File: src/rtl/riscv_soft_bypass_ctrl_pkg.sv
// Shared encodings for the ALU source / bypass controls.
// Holds ALU_SRC_*, BYP_SRC_* and the default register index width.
package riscv_soft_bypass_ctrl_pkg;

   localparam int REG_ADDR_W = 5;

   typedef enum logic [1:0] {
      ALU_SRC_IMM  = 2'd0,
      ALU_SRC_PC   = 2'd1,
      ALU_SRC_REG  = 2'd2,
      ALU_SRC_ZERO = 2'd3
   } alu_src_e;

   typedef enum logic {
      BYP_SRC_M = 1'b0,
      BYP_SRC_W = 1'b1
   } byp_src_e;

endpackage

File: src/rtl/riscv_soft_bypass_ctrl_if.sv
// Decode-side request bundle and X-stage control results.
// master: decoder/pipeline side; slave: bypass controller.
interface riscv_soft_bypass_ctrl_if #(
   parameter int REG_ADDR_W =
      riscv_soft_bypass_ctrl_pkg::REG_ADDR_W
);

   logic                  d_valid;
   logic [REG_ADDR_W-1:0] d_rs1;
   logic [REG_ADDR_W-1:0] d_rs2;
   logic [1:0]            d_sel_a;
   logic [1:0]            d_sel_b;
   logic                  d_wen;
   logic [REG_ADDR_W-1:0] d_rd;
   logic                  d_is_load;
   logic                  d_is_md;
   logic                  flush;

   logic                  stall;
   logic                  x_valid;
   logic                  x_hold;
   logic [1:0]            alu_sel_a;
   logic [1:0]            alu_sel_b;
   logic                  fwd_a;
   logic                  fwd_b;
   logic                  byp_src_a;
   logic                  byp_src_b;

   modport master (
      output d_valid, d_rs1, d_rs2,
      output d_sel_a, d_sel_b,
      output d_wen, d_rd,
      output d_is_load, d_is_md, flush,
      input  stall, x_valid, x_hold,
      input  alu_sel_a, alu_sel_b,
      input  fwd_a, fwd_b,
      input  byp_src_a, byp_src_b
   );

   modport slave (
      input  d_valid, d_rs1, d_rs2,
      input  d_sel_a, d_sel_b,
      input  d_wen, d_rd,
      input  d_is_load, d_is_md, flush,
      output stall, x_valid, x_hold,
      output alu_sel_a, alu_sel_b,
      output fwd_a, fwd_b,
      output byp_src_a, byp_src_b
   );

endinterface

File: src/rtl/riscv_soft_hazard_match.sv
// Per-operand hazard match: load-use detect, forward enable, bypass source.
// Ports: sel/rs (operand in D), X and M producer records; load_use/fwd/src out.
module riscv_soft_hazard_match
   import riscv_soft_bypass_ctrl_pkg::*;
#(
   parameter int REG_ADDR_W =
      riscv_soft_bypass_ctrl_pkg::REG_ADDR_W
) (
   input  logic [1:0]            sel,
   input  logic [REG_ADDR_W-1:0] rs,
   input  logic                  x_valid,
   input  logic                  x_wen,
   input  logic                  x_is_load,
   input  logic [REG_ADDR_W-1:0] x_rd,
   input  logic                  m_valid,
   input  logic                  m_wen,
   input  logic [REG_ADDR_W-1:0] m_rd,
   output logic                  load_use,
   output logic                  fwd,
   output logic                  src
);

   logic use_reg;
   logic hit_x;
   logic hit_m;

   // x0 is hardwired, and non-REG selects never read rs
   assign use_reg = (sel == ALU_SRC_REG)
                  && (rs != '0);

   assign hit_x = use_reg && x_valid && x_wen
                && (x_rd == rs);
   assign hit_m = use_reg && m_valid && m_wen
                && (m_rd == rs);

   assign load_use = hit_x && x_is_load;

   // youngest producer wins; W needs nothing
   // since the regfile is write-through
   always_comb begin
      fwd = 1'b0;
      src = BYP_SRC_M;
      if (hit_x && !x_is_load) begin
         fwd = 1'b1;
         src = BYP_SRC_M;
      end else if (hit_m) begin
         fwd = 1'b1;
         src = BYP_SRC_W;
      end
   end

endmodule

File: src/rtl/riscv_soft_bypass_ctrl.sv
// Bypass/hazard controller for the two ALU source muxes (D, X, M, W).
// Ports: clk, reset (async, active-high), bus (slave: D request, X controls).
module riscv_soft_bypass_ctrl
   import riscv_soft_bypass_ctrl_pkg::*;
#(
   parameter int REG_ADDR_W =
      riscv_soft_bypass_ctrl_pkg::REG_ADDR_W,
   parameter int MD_LATENCY = 4
) (
   input  logic                    clk,
   input  logic                    reset,
   riscv_soft_bypass_ctrl_if.slave bus
);

   localparam int CNT_W = $clog2(MD_LATENCY) + 1;
   localparam logic [CNT_W-1:0] MD_INIT =
      CNT_W'(MD_LATENCY - 1);

   // producer records; W is not tracked because a
   // W-stage producer is served by the write-through regfile
   logic                  x_vld;
   logic                  x_wen;
   logic [REG_ADDR_W-1:0] x_rd;
   logic                  x_ld;
   logic                  m_vld;
   logic                  m_wen;
   logic [REG_ADDR_W-1:0] m_rd;

   logic [CNT_W-1:0]      md_cnt;

   logic [1:0]            sel_a_q;
   logic [1:0]            sel_b_q;
   logic                  fwd_a_q;
   logic                  fwd_b_q;
   logic                  byp_a_q;
   logic                  byp_b_q;

   logic                  lu_a;
   logic                  lu_b;
   logic                  fwd_a_d;
   logic                  fwd_b_d;
   logic                  src_a_d;
   logic                  src_b_d;
   logic                  md_busy;
   logic                  load_use;
   logic                  stall;
   logic                  d_fire;

   riscv_soft_hazard_match #(
      .REG_ADDR_W (REG_ADDR_W)
   ) u_match_a (
      .sel       (bus.d_sel_a),
      .rs        (bus.d_rs1),
      .x_valid   (x_vld),
      .x_wen     (x_wen),
      .x_is_load (x_ld),
      .x_rd      (x_rd),
      .m_valid   (m_vld),
      .m_wen     (m_wen),
      .m_rd      (m_rd),
      .load_use  (lu_a),
      .fwd       (fwd_a_d),
      .src       (src_a_d)
   );

   riscv_soft_hazard_match #(
      .REG_ADDR_W (REG_ADDR_W)
   ) u_match_b (
      .sel       (bus.d_sel_b),
      .rs        (bus.d_rs2),
      .x_valid   (x_vld),
      .x_wen     (x_wen),
      .x_is_load (x_ld),
      .x_rd      (x_rd),
      .m_valid   (m_vld),
      .m_wen     (m_wen),
      .m_rd      (m_rd),
      .load_use  (lu_b),
      .fwd       (fwd_b_d),
      .src       (src_b_d)
   );

   assign md_busy  = (md_cnt != '0);
   assign load_use = lu_a | lu_b;

   assign stall  = bus.d_valid
                 & (load_use | md_busy)
                 & ~bus.flush;
   assign d_fire = bus.d_valid
                 & ~stall
                 & ~bus.flush;

   always_ff @(posedge clk or posedge reset) begin
      if (reset) begin
         x_vld   <= 1'b0;
         x_wen   <= 1'b0;
         x_rd    <= '0;
         x_ld    <= 1'b0;
         m_vld   <= 1'b0;
         m_wen   <= 1'b0;
         m_rd    <= '0;
         md_cnt  <= '0;
         sel_a_q <= ALU_SRC_ZERO;
         sel_b_q <= ALU_SRC_ZERO;
         fwd_a_q <= 1'b0;
         fwd_b_q <= 1'b0;
         byp_a_q <= BYP_SRC_M;
         byp_b_q <= BYP_SRC_M;
      end else begin
         // a held md op has not finished, so it
         // never reaches M until the hold ends
         m_vld <= x_vld & ~md_busy;
         m_wen <= x_wen;
         m_rd  <= x_rd;

         if (bus.flush || (!md_busy && !d_fire)) begin
            x_vld   <= 1'b0;
            x_wen   <= 1'b0;
            x_ld    <= 1'b0;
            md_cnt  <= '0;
            sel_a_q <= ALU_SRC_ZERO;
            sel_b_q <= ALU_SRC_ZERO;
            fwd_a_q <= 1'b0;
            fwd_b_q <= 1'b0;
            byp_a_q <= BYP_SRC_M;
            byp_b_q <= BYP_SRC_M;
         end else if (md_busy) begin
            md_cnt <= md_cnt - CNT_W'(1);
         end else begin
            x_vld   <= 1'b1;
            x_wen   <= bus.d_wen;
            x_rd    <= bus.d_rd;
            x_ld    <= bus.d_is_load;
            md_cnt  <= bus.d_is_md ? MD_INIT : '0;
            sel_a_q <= bus.d_sel_a;
            sel_b_q <= bus.d_sel_b;
            fwd_a_q <= fwd_a_d;
            fwd_b_q <= fwd_b_d;
            byp_a_q <= src_a_d;
            byp_b_q <= src_b_d;
         end
      end
   end

   assign bus.stall     = stall;
   assign bus.x_hold    = md_busy;
   assign bus.x_valid   = x_vld;
   assign bus.alu_sel_a = sel_a_q;
   assign bus.alu_sel_b = sel_b_q;
   assign bus.fwd_a     = fwd_a_q;
   assign bus.fwd_b     = fwd_b_q;
   assign bus.byp_src_a = byp_a_q;
   assign bus.byp_src_b = byp_b_q;

endmodule

File: src/flat_wrapper.sv
// flat-port wrapper written by rule: the top's interface ports become plain ports
module riscv_soft_bypass_ctrl_flat import riscv_soft_bypass_ctrl_pkg::*;
#(
   parameter int REG_ADDR_W =
      riscv_soft_bypass_ctrl_pkg::REG_ADDR_W,
   parameter int MD_LATENCY = 4
)
  (clk, reset, bus_d_valid, bus_d_rs1, bus_d_rs2, bus_d_sel_a, bus_d_sel_b, bus_d_wen, bus_d_rd, bus_d_is_load, bus_d_is_md, bus_flush, bus_stall, bus_x_valid, bus_x_hold, bus_alu_sel_a, bus_alu_sel_b, bus_fwd_a, bus_fwd_b, bus_byp_src_a, bus_byp_src_b);
  riscv_soft_bypass_ctrl_if #(.REG_ADDR_W(REG_ADDR_W)) bus_i ();
  input  logic clk;
  input  logic reset;
  input wire logic [$bits(bus_i.d_valid)-1:0] bus_d_valid;
  input wire logic [$bits(bus_i.d_rs1)-1:0] bus_d_rs1;
  input wire logic [$bits(bus_i.d_rs2)-1:0] bus_d_rs2;
  input wire logic [$bits(bus_i.d_sel_a)-1:0] bus_d_sel_a;
  input wire logic [$bits(bus_i.d_sel_b)-1:0] bus_d_sel_b;
  input wire logic [$bits(bus_i.d_wen)-1:0] bus_d_wen;
  input wire logic [$bits(bus_i.d_rd)-1:0] bus_d_rd;
  input wire logic [$bits(bus_i.d_is_load)-1:0] bus_d_is_load;
  input wire logic [$bits(bus_i.d_is_md)-1:0] bus_d_is_md;
  input wire logic [$bits(bus_i.flush)-1:0] bus_flush;
  output wire logic [$bits(bus_i.stall)-1:0] bus_stall;
  output wire logic [$bits(bus_i.x_valid)-1:0] bus_x_valid;
  output wire logic [$bits(bus_i.x_hold)-1:0] bus_x_hold;
  output wire logic [$bits(bus_i.alu_sel_a)-1:0] bus_alu_sel_a;
  output wire logic [$bits(bus_i.alu_sel_b)-1:0] bus_alu_sel_b;
  output wire logic [$bits(bus_i.fwd_a)-1:0] bus_fwd_a;
  output wire logic [$bits(bus_i.fwd_b)-1:0] bus_fwd_b;
  output wire logic [$bits(bus_i.byp_src_a)-1:0] bus_byp_src_a;
  output wire logic [$bits(bus_i.byp_src_b)-1:0] bus_byp_src_b;
  assign bus_i.d_valid = bus_d_valid;
  assign bus_i.d_rs1 = bus_d_rs1;
  assign bus_i.d_rs2 = bus_d_rs2;
  assign bus_i.d_sel_a = bus_d_sel_a;
  assign bus_i.d_sel_b = bus_d_sel_b;
  assign bus_i.d_wen = bus_d_wen;
  assign bus_i.d_rd = bus_d_rd;
  assign bus_i.d_is_load = bus_d_is_load;
  assign bus_i.d_is_md = bus_d_is_md;
  assign bus_i.flush = bus_flush;
  assign bus_stall = bus_i.stall;
  assign bus_x_valid = bus_i.x_valid;
  assign bus_x_hold = bus_i.x_hold;
  assign bus_alu_sel_a = bus_i.alu_sel_a;
  assign bus_alu_sel_b = bus_i.alu_sel_b;
  assign bus_fwd_a = bus_i.fwd_a;
  assign bus_fwd_b = bus_i.fwd_b;
  assign bus_byp_src_a = bus_i.byp_src_a;
  assign bus_byp_src_b = bus_i.byp_src_b;
  riscv_soft_bypass_ctrl #(.REG_ADDR_W(REG_ADDR_W), .MD_LATENCY(MD_LATENCY)) u_core (.clk(clk), .reset(reset), .bus(bus_i));
endmodule
File: config.mk
export PLATFORM = sky130hd
export DESIGN_NAME = riscv_soft_bypass_ctrl_flat
export DESIGN_NICKNAME = d
export VERILOG_FILES = /design/src/rtl/riscv_soft_bypass_ctrl_pkg.sv /design/src/rtl/riscv_soft_bypass_ctrl_if.sv /design/src/rtl/riscv_soft_hazard_match.sv /design/src/rtl/riscv_soft_bypass_ctrl.sv /design/src/flat_wrapper.sv
export SDC_FILE = /design/constraint.sdc
export NUM_CORES = 1
export LEC_CHECK = 0
export ABC_AREA = 1
export CAP_MARGIN = 25
export CORE_MARGIN = 2
export CORE_UTILIZATION = 48
export CTS_CLUSTER_SIZE = 16
export DETAILED_ROUTE_END_ITERATION = 8
export PLACE_DENSITY = 0.78
export SLEW_MARGIN = 10
export SYNTH_ARGS = -nofsm -noshare
export SYNTH_HDL_FRONTEND = slang
export SYNTH_HIERARCHICAL = 1
export SYNTH_SLANG_ARGS = --single-unit
File: constraint.sdc
create_clock -name clk -period 4.18 [get_ports clk]
set_input_delay 0.627 -clock clk [delete_from_list [all_inputs] [get_ports clk]]
set_output_delay 0.627 -clock clk [all_outputs]
set_load 0.05 [all_outputs]
==> impl_metrics.env <==
export IMPL_status="complete, no violations"
export IMPL_crit_path_end_kind="primary output"
export IMPL_dieArea_um2=3710
export IMPL_rsz0062_at_grt="false"
export IMPL_cts_htree_levels=1
export IMPL_rows=20
export IMPL_max_clock_freq_mhz=278
export IMPL_start_util_pct=50.9
export IMPL_io_buffers=36
export IMPL_hold_viol=0
export IMPL_max_cap_violations=0
export IMPL_slew_violations=0
export IMPL_syn_num_nets=245
export IMPL_ir_worst_vdd_mv=0.388
export IMPL_path_max_fanout=13
export IMPL_fin_nets=285
export IMPL_finalWirelength_um=3420
export IMPL_hold_class="reg2reg"
export IMPL_syn_area_per_cell_um2=7.16
export IMPL_p_per_area_nw_per_um2=522
export IMPL_drt_pass1_iter_count=4
export IMPL_die_w_um=60.9
export IMPL_start_kind="primary input"
export IMPL_slowest_delay_ps=830
export IMPL_synth_top_cell_by_area="dfrtp_1"
export IMPL_track_usage_pct=21.3
export IMPL_clk_insertion_delay_late_ps=320
export IMPL_vias_per_cell=4.77
export IMPL_overflow=0
export IMPL_relSlewSlack_pct=66.8
export IMPL_drt_iter0_markers=102
export IMPL_synth_area_leaders="dfrtp_1, nand2_1, inv_1"
export IMPL_die_h_um=60.9
export IMPL_ys_seq_area_share_pct=42.2
export IMPL_routedWlPerCell_um=11.4
export IMPL_synthesis_area_um2=1550
export IMPL_grt_start_max_net_pins=27
export IMPL_critPathKind="in2out"
export IMPL_final_min_clock_period_ps=3590
export IMPL_grt_pass1_wl_um=5800
export IMPL_drtAntennaViolNets=0
export IMPL_slowest_stage="clkdlybuf4s50_1"
export IMPL_antenna_found_initial=0
export IMPL_area_growth_pct=28.5
export IMPL_path_clk_slew_ps=140
export IMPL_remaining_drc_errors=0
export IMPL_drive_above_1_share_pct=10.2
export IMPL_ys_ff_latch=26
export IMPL_cts_sinks=26
export IMPL_crit_arrival_ps=2970
export IMPL_fill_cells=278
export IMPL_path_cells="clkdlybuf4s50_1 > inv_1 > nand2_1 > nand3_2 > nor2_4 > nand3_1 > nor2_1 > inv_1 > nand2_1 > nor2_4 > nor3_1 > clkdlybuf4s50_1"
export IMPL_cts_tree="done"
export IMPL_cts_resized_gates=0
export IMPL_reg2reg_depth=14
export IMPL_core_area_um2=3050
export IMPL_n_antenna_cell=0
export IMPL_leakage_nw=1.01
export IMPL_cts_path_max_buffers=2
export IMPL_place_gp_congestion=0.899
export IMPL_root_buffer="clkbuf_4"
export IMPL_dp_hpwl_um=2610
export IMPL_synth_top_area_share_pct=35.5
export IMPL_worstMarginPinSlew_ps=496
export IMPL_first_global_vias=1331
export IMPL_finalSetupViolations=0
export IMPL_crit_required_ps=3550
export IMPL_io_pins=37
export IMPL_fin_hold_ws_ps=466
export IMPL_synthCells=217
export IMPL_numCtsBuffers=3
export IMPL_hold_buffers=0
export IMPL_cts_setup_buffers=0
export IMPL_yosys_warnings=6
export IMPL_holdPathStages=0
export IMPL_fin_tns_setup_ps=0
export IMPL_finClkSkew_ps=7.83
export IMPL_timing_final_crit_share_pct=86.0
export IMPL_num_vias=1426
export IMPL_netlist_cell_type_count=20
-- report_power, final --
| group | leakage (nW) | switching, mW | internal [mW] |
|---|---|---|---|
| sequential | 0.330 | 0.0763 | 0.348 |
| combinational | 0.665 | 0.330 | 0.183 |
| clock | 0.0138 | 0.0711 | 0.0337 |
| total | 1.01 | 0.477 | 0.564 |
-- cells in the final DEF (no fill, tap or decap), drive strengths merged --
| cell | instances |
|---|---|
| xnor2 | 1 |
| a21oi | 2 |
| clkbuf | 3 |
| nand2 | 73 |
| xor2 | 4 |
| nand4 | 2 |
| nand3 | 19 |
| o21ai | 15 |
| ha | 2 |
| nand3b | 1 |
| clkdlybuf4s50 | 36 |
| buf | 1 |
| nor2 | 31 |
| dfrtp | 22 |
| inv | 38 |
| dfstp | 4 |
| nor3 | 1 |
-- cells by family (layout without fill, tap and decap cells) --
kind of cell / after synthesis / after routing / synth area share [%]
buf+inv: 40 / 78 / 10.6
fa+ha+maj: 2 / 2 / 1.61
compound gates: 17 / 17 / 5.48
simple gates: 127 / 127 / 37.2
flops: 26 / 26 / 42.2
xor+xnor: 5 / 5 / 2.82
-- layout make-up --
cell class | count | area [µm²] | area share (%)
clock buffers | 3 | 22.5 | 1.13
inverters | 38 | 143 | 7.15
multi-input cells | 151 | 732 | 36.7
flip-flops and latches | 26 | 656 | 32.9
well taps | 44 | 55.1 | 2.76
repair buffers | 37 | 388 | 19.4
-- stage by stage --
step	power [mW]	instances	util [%]	cell area [µm²]	setup WS (ps)
4_1_cts	1.05	298	64.5	1970	578
2_1_floorplan	0.796	217	-	1550	1000
3_3_place_gp	0.925	295	63.7	1950	619
3_5_place_dp	0.937	295	63.7	1950	604
5_1_grt	1.13	299	65.4	2000	392
6_report	1.04	299	65.4	2000	586
-- critical path, delay by kind of cell --
| family | cells | cell delay, ps |
|---|---|---|
| buf+inv | 4 | 1520 |
| simple gates | 8 | 810 |
-- routing by layer --
| layer | up-vias | routed length [µm] | global-route usage (%) |
|---|---|---|---|
| li1 | 734 | - | - |
| met1 | 628 | 1510 | 29.3 |
| met2 | 56 | 1560 | 34.1 |
| met3 | 8 | 261 | 2.56 |
| met4 | 0 | 88 | 9.01 |
| met5 | - | 0 | 0 |
-- cells in the mapped netlist --
| library cell | instances |
|---|---|
| nand2_1 | 71 |
| inv_1 | 30 |
| nor2_1 | 27 |
| dfrtp_1 | 22 |
| nand3_1 | 17 |
| o21ai_0 | 13 |
| inv_2 | 8 |
| dfstp_2 | 4 |
| nor2_4 | 4 |
| xor2_1 | 4 |
| a21oi_1 | 2 |
| buf_6 | 2 |
| ha_1 | 2 |
| nand2_4 | 2 |
| nand3_2 | 2 |
| nand4_2 | 2 |
| o21ai_1 | 2 |
| nand3b_1 | 1 |
| nor3_1 | 1 |
| xnor2_1 | 1 |
-- final timing paths --
| check | start | to | slack (ps) |
|---|---|---|---|
| min in group asynchronous | reset | u_core/m_wen | 520 |
| max in group asynchronous | reset | u_core/bus.alu_sel_b[0] | 3180 |
| max | bus_d_rs2[0] | bus_stall | 590 |
| min | u_core/x_wen | u_core/m_wen | 470 |
| min reg2reg | u_core/x_wen | u_core/m_wen | 470 |
| max reg2reg | u_core/x_rd[1] | u_core/x_rd[1] | 2380 |
-- sequential cells by signal, indices dropped and copies added (netlist names), 2 cells and up --
name / count
u_core/bus.alu_sel_a: 2
u_core/bus.alu_sel_b: 2
u_core/m_rd: 5
u_core/md_cnt: 3
u_core/x_rd: 5
No activity file was read; power rests on OpenSTA's default activity.
